==> config.mk <==
export PLATFORM = sky130hd
export DESIGN_NAME = cdb_arbiter_flat
export DESIGN_NICKNAME = d
export VERILOG_FILES = /design/src/rtl/cdb_arbiter_if.sv /design/src/rtl/cdb_arbiter.sv /design/src/flat_wrapper.sv
export SDC_FILE = /design/constraint.sdc
export NUM_CORES = 1
export LEC_CHECK = 0
export ABC_AREA = 1
export CELL_PAD_IN_SITES_DETAIL_PLACEMENT = 1
export CELL_PAD_IN_SITES_GLOBAL_PLACEMENT = 1
export CORE_MARGIN = 1
export CORE_UTILIZATION = 29
export DETAILED_ROUTE_END_ITERATION = 8
export GPL_TIMING_DRIVEN = 1
export HOLD_SLACK_MARGIN = 0.06
export PLACE_DENSITY_LB_ADDON = 0.12
export SYNTH_ARGS = -nofsm -noshare
export SYNTH_HDL_FRONTEND = slang
export SYNTH_SLANG_ARGS = --single-unit
==> constraint.sdc <==
create_clock -name clock -period 4.86 [get_ports clock]
set_input_delay 0.486 -clock clock [delete_from_list [all_inputs] [get_ports clock]]
set_output_delay 0.486 -clock clock [all_outputs]
set_load 0.1 [all_outputs]
==> src/rtl/cdb_arbiter_if.sv <==
// Common Data Bus bundle: functional-unit requests in, one-hot grant and broadcast out.
// Latency: none (wires only).
// Backpressure: a requester holds req/tag/data until it sees its grant bit.
interface cdb_arbiter_if #(
  parameter int N_REQ  = 4,
  parameter int TAG_W  = 5,
  parameter int DATA_W = 32
);
  logic [N_REQ-1:0]        req;
  logic [N_REQ*TAG_W-1:0]  req_tag;
  logic [N_REQ*DATA_W-1:0] req_data;
  logic                    flush;
  logic [N_REQ-1:0]        grant;
  logic                    cdb_valid;
  logic [TAG_W-1:0]        cdb_tag;
  logic [DATA_W-1:0]       cdb_data;
  logic [7:0]              busy_cnt;

  // Functional units and the flush source drive requests; they observe grant and the broadcast.
  modport master (
    output req, req_tag, req_data, flush,
    input  grant, cdb_valid, cdb_tag, cdb_data, busy_cnt
  );

  // The arbiter itself.
  modport slave (
    input  req, req_tag, req_data, flush,
    output grant, cdb_valid, cdb_tag, cdb_data, busy_cnt
  );
endinterface

==> src/rtl/cdb_arbiter.sv <==
// Round-robin CDB arbiter: picks one completing unit per cycle and registers its {valid,tag,data}.
// Latency: grant is combinational with req; broadcast appears one cycle after the grant.
// Backpressure: ungranted units keep requesting; flush suppresses all grants for that cycle.
module cdb_arbiter #(
  parameter int N_REQ  = 4,
  parameter int TAG_W  = 5,
  parameter int DATA_W = 32
) (
  input logic         clock,
  input logic         reset,
  cdb_arbiter_if.slave bus
);

  localparam int PTR_W = (N_REQ > 1) ? $clog2(N_REQ) : 1;

  typedef struct packed {
    logic              valid;
    logic [TAG_W-1:0]  tag;
    logic [DATA_W-1:0] data;
  } cdb_t;

  logic [PTR_W-1:0] ptr_q, ptr_d;
  cdb_t             cdb_q, cdb_d;
  logic [7:0]       busy_cnt_q, busy_cnt_d;

  logic             gnt_found;
  logic [PTR_W-1:0] gnt_idx;
  logic [N_REQ-1:0] gnt_vec;

  // Round-robin search starting at ptr; a grant is suppressed outright by reset or flush.
  always_comb begin
    int idx;
    idx       = 0;
    gnt_found = 1'b0;
    gnt_idx   = '0;
    gnt_vec   = '0;
    for (int k = 0; k < N_REQ; k++) begin
      idx = int'(ptr_q) + k;
      if (idx >= N_REQ) idx = idx - N_REQ;
      if (!gnt_found && bus.req[idx]) begin
        gnt_found = 1'b1;
        gnt_idx   = PTR_W'(idx);
      end
    end
    if (reset || bus.flush) gnt_found = 1'b0;
    if (gnt_found) gnt_vec[gnt_idx] = 1'b1;
  end

  // Next pointer, broadcast and busy counter; flush clears pointer and valid but freezes the counter.
  always_comb begin
    ptr_d      = ptr_q;
    cdb_d      = cdb_q;
    cdb_d.valid = 1'b0;
    busy_cnt_d = busy_cnt_q;
    if (bus.flush) begin
      ptr_d = '0;
    end else begin
      if (gnt_found) begin
        ptr_d      = (gnt_idx == PTR_W'(N_REQ - 1)) ? '0 : gnt_idx + PTR_W'(1);
        cdb_d.valid = 1'b1;
        cdb_d.tag   = bus.req_tag[int'(gnt_idx)*TAG_W +: TAG_W];
        cdb_d.data  = bus.req_data[int'(gnt_idx)*DATA_W +: DATA_W];
      end
      if (($countones(bus.req) > 1) && (busy_cnt_q != 8'hFF)) begin
        busy_cnt_d = busy_cnt_q + 8'd1;
      end
    end
  end

  // State registers with immediate reset.
  always_ff @(posedge clock or posedge reset) begin
    if (reset) begin
      ptr_q      <= '0;
      cdb_q      <= '0;
      busy_cnt_q <= '0;
    end else begin
      ptr_q      <= ptr_d;
      cdb_q      <= cdb_d;
      busy_cnt_q <= busy_cnt_d;
    end
  end

  assign bus.grant     = gnt_vec;
  assign bus.cdb_valid = cdb_q.valid;
  assign bus.cdb_tag   = cdb_q.tag;
  assign bus.cdb_data  = cdb_q.data;
  assign bus.busy_cnt  = busy_cnt_q;

endmodule
==> src/flat_wrapper.sv <==
// flat-port wrapper written by rule: the top's interface ports become plain ports
module cdb_arbiter_flat 
#(
  parameter int N_REQ  = 4,
  parameter int TAG_W  = 5,
  parameter int DATA_W = 32
)
  (clock, reset, bus_req, bus_req_tag, bus_req_data, bus_flush, bus_grant, bus_cdb_valid, bus_cdb_tag, bus_cdb_data, bus_busy_cnt);
  cdb_arbiter_if #(.N_REQ(N_REQ), .TAG_W(TAG_W), .DATA_W(DATA_W)) bus_i ();
  input logic clock;
  input logic reset;
  input wire logic [$bits(bus_i.req)-1:0] bus_req;
  input wire logic [$bits(bus_i.req_tag)-1:0] bus_req_tag;
  input wire logic [$bits(bus_i.req_data)-1:0] bus_req_data;
  input wire logic [$bits(bus_i.flush)-1:0] bus_flush;
  output wire logic [$bits(bus_i.grant)-1:0] bus_grant;
  output wire logic [$bits(bus_i.cdb_valid)-1:0] bus_cdb_valid;
  output wire logic [$bits(bus_i.cdb_tag)-1:0] bus_cdb_tag;
  output wire logic [$bits(bus_i.cdb_data)-1:0] bus_cdb_data;
  output wire logic [$bits(bus_i.busy_cnt)-1:0] bus_busy_cnt;
  assign bus_i.req = bus_req;
  assign bus_i.req_tag = bus_req_tag;
  assign bus_i.req_data = bus_req_data;
  assign bus_i.flush = bus_flush;
  assign bus_grant = bus_i.grant;
  assign bus_cdb_valid = bus_i.cdb_valid;
  assign bus_cdb_tag = bus_i.cdb_tag;
  assign bus_cdb_data = bus_i.cdb_data;
  assign bus_busy_cnt = bus_i.busy_cnt;
  cdb_arbiter #(.N_REQ(N_REQ), .TAG_W(TAG_W), .DATA_W(DATA_W)) u_core (.clock(clock), .reset(reset), .bus(bus_i));
endmodule
==> metrics.md <==
| Metric | Value |
|---|---|
| Status | `complete, no violations` |
| Final TNS setup | `0 ns` |
| Core Util, Final | `0.457` |
| DPL Wire Length | `between 10 and 15 mm` |
| Via Count | `between 4000 and 5000` |
| Critical path class | `input pin to output port` |
| IO Pins | `between 200 and 250` |
| Synthesized flop and latch total | `48` |
| Detail Route Antenna Nets | `0` |
| Final Critical Period | `between 3 and 4 ns` |
| Synth Area in Compound Gates | `0.00643` |
| Area grow syn2layout | `54.4%` |
| Gpl congestion | `roughly 0.86` |
| Post-Route WL | `15.9 mm` |
| # clock sinks | `48` |
| Slew HR | `0.299` |
| Die area | `14600 um2` |
| Post-Syn Area | `just over 4000 um2` |
| Worst Path Max Fanout | `23` |
| XOR/XNOR Fraction of Synth Area | `0.0150` |
| Ys Warns | `0` |
| Placed Instances | `1025` |
| Count of cell types in the netlist | `27` |
| Core area | `roughly 14000 um2` |
| Synth top area share | `0.304` |
| Main combinational cell family by area after synthesis | `simple AND/OR/NAND/NOR gates` |
| Worst Max-Slew Pin Slew | `~1.0 ns` |
| Pins over their slew limit | `0` |
| WP data arrival | `between 3 and 4 ns` |
| Uppermost layer routed | `met4` |
| Wl on met1 | `7.10 mm` |
| Postcts setup bufs | `0` |
| Layout fillers | `between 1500 and 2000` |
| Worst-path clk slew | `0.06 ns` |
| GRT overflow | `0` |
| Starting Density | `0.296` |
| Worst setup SP type | `input pin` |
| Net count, final | `roughly 1000` |
| Top cells by area, synth | `nand2_1 30%, dfrtp_1 29%, nand4_1 11%` |
| Avg WL per Cell | `15.4 um` |
| Simple-gate share of the synthesized area | `0.506` |
| WP data required | `about 4.4 ns` |
| Met2 routed WL | `around 7.8 mm` |
| Syn_nets | `between 800 and 900` |
| Iteration-0 DRC Markers | `203` |
| Max VDD drop | `approximately 580 uV` |
| Global-route wire length before repair | `~26 mm` |
| Unrepaired setup endpoints after global routing | `no` |
| Leakage | `~0.0033 uW` |
| WHS | `roughly 0.48 ns` |
| Non-Filler Instances | `between 1000 and 1500` |
| Die width | `121 um` |
| Gr usage total | `0.223` |
| Root Driver | `clkbuf_16` |
| Final worst setup slack | `1.35 ns` |
| Chip height | `121 um` |
| Type of the tightest min-delay check | `flop to flop` |
| Avg Inst Size Synth | `between 6 and 7 um2` |
| Crit end category | `output port` |
| Metal3 WL | `slightly below 800 um` |
| Setup Slack @ Placement | `~1.3 ns` |
| Cts bufs inserted | `5` |
| Yosys top cell by area | `nand2_1` |
| Vias in the first global route | `between 5000 and 6000` |
| Post-CTS Hold Buffers | `0` |
| I/O Buffers | `204` |
| DR pass1 iterations | `4` |
| Maxcap violations | `0` |
| Multiplexer share of the synthesized area | `0.00275` |
| Number of gates resized after CTS | `0` |
| Post-Synth Adder-Cell Area | `0.0171` |
| Drt drc | `0` |
| Clk_lat worst skew | `0.29 ns` |
| Pin count of the biggest net entering global routing | `75` |
| Final hold viol count | `0` |
| Synth Instances | `a little under 700` |
| CTS tree | `done` |
| Commonest non-fill, non-tap cell in the layout | `nand2_1` |
| Initial antenna violation count | `1` |
| Final setup violation count | `0` |
| Sequential-to-total area share from yosys stat | `0.294` |
| Pwr dens | `~700 nW/um2` |
| Final period util | `0.722` |
| Layout cells sized above 1 | `0.0387` |
| Longest Clk Path Bufs | `2` |
| Most frequent cells in the layout | `331 x nand2_1, 200 x clkdlybuf4s50_1, 89 x inv_1` |
| H-tree depth | `2` |
| FMAX | `~290 MHz` |
| Fin Clk Skew | `roughly 0.0053 ns` |
| Vias/cell | `slightly below 5` |
| Site Rows | `43` |
routing by layer:
layer,track usage,vias up
li1,-,2470
met1,0.278,2377
met5,0,-
met2,0.403,133
met3,0.0349,9
met4,0.0432,0
through the flow:
stage	power [uW]	cell area (um2)
after global routing	4720	6310
after detailed placement	4080	6180
final	4390	6310
after floorplan	3280	4090
after global placement	4030	6180
after CTS	4440	6310
final cells by class:
cell class / count / area (um2) / share of cell area
inverters: 93 / 354 / 0.0561
multi-input cells: 491 / 2250 / 0.356
clock buffers: 6 / 129 / 0.0204
repair buffers: 213 / 2150 / 0.340
well taps: 180 / 225 / 0.0357
flip-flops and latches: 48 / 1200 / 0.190
clock inverters: 1 / 5.00 / 0.000793
diodes: 1 / 2.50 / 0.000396
flip-flops by register name (all words and copies together), names as in the netlist:
name                  flops
u_core.bus.cdb_valid      1
u_core.bus.busy_cnt       8
u_core.bus.cdb_data      32
u_core.bus.cdb_tag        5
u_core.ptr_q              2
synth_stat cells (all sizes together):
cell,instances
fa,1
inv,93
nand4,75
xor2,4
xnor2,3
a31oi,1
a21oi,1
ha,4
dfrtp,48
o21ai,3
mux2,1
clkbuf,10
nand3,53
nand2,334
nor3,2
buf,39
nor2,9
path summary, 6_finish.rpt:
kind	start	end	slack, ns	depth (start not counted)
max	bus_req[1]	bus_grant[0]	1.35	10
min	u_core.bus.cdb_data[16]	u_core.bus.cdb_data[16]	0.48	2
max reg2reg	u_core.ptr_q[0]	u_core.bus.cdb_data[24]	1.83	14
min reg2reg	u_core.bus.cdb_data[16]	u_core.bus.cdb_data[16]	0.48	2
max in group asynchronous	reset	u_core.bus.cdb_data[27]	3.71	3
min in group asynchronous	reset	u_core.bus.cdb_data[6]	0.73	3
critical path: stages:
cell and delay [ns]:
clkdlybuf4s50_1 0.51, inv_1 0.07, nand2_1 0.08, nand3_1 0.12
nand2_1 0.15, inv_1 0.10, nand3_4 0.25, nand3_2 0.50
nor3_1 0.51, buf_12 0.23
power breakdown:
part	leakage [uW]	switching [uW]	internal, uW
combinational	0.00267	2480	881
clock	0.0000667	149	188
sequential	0.000607	128	568
total	0.00334	2750	1640
cell families (layout without fill, tap and decap cells):
group | count (synthesis) | in the layout
and+or+nand+nor | 473 | 473
buffers and inverters | 142 | 313
DFF | 48 | 48
xor gates and xnor gates | 7 | 7
adders and majority gates | 5 | 5
AOI/OAI and AO/OA | 5 | 5
muxes | 1 | 1
other | 0 | 1
(Power assumes the default switching activity.)
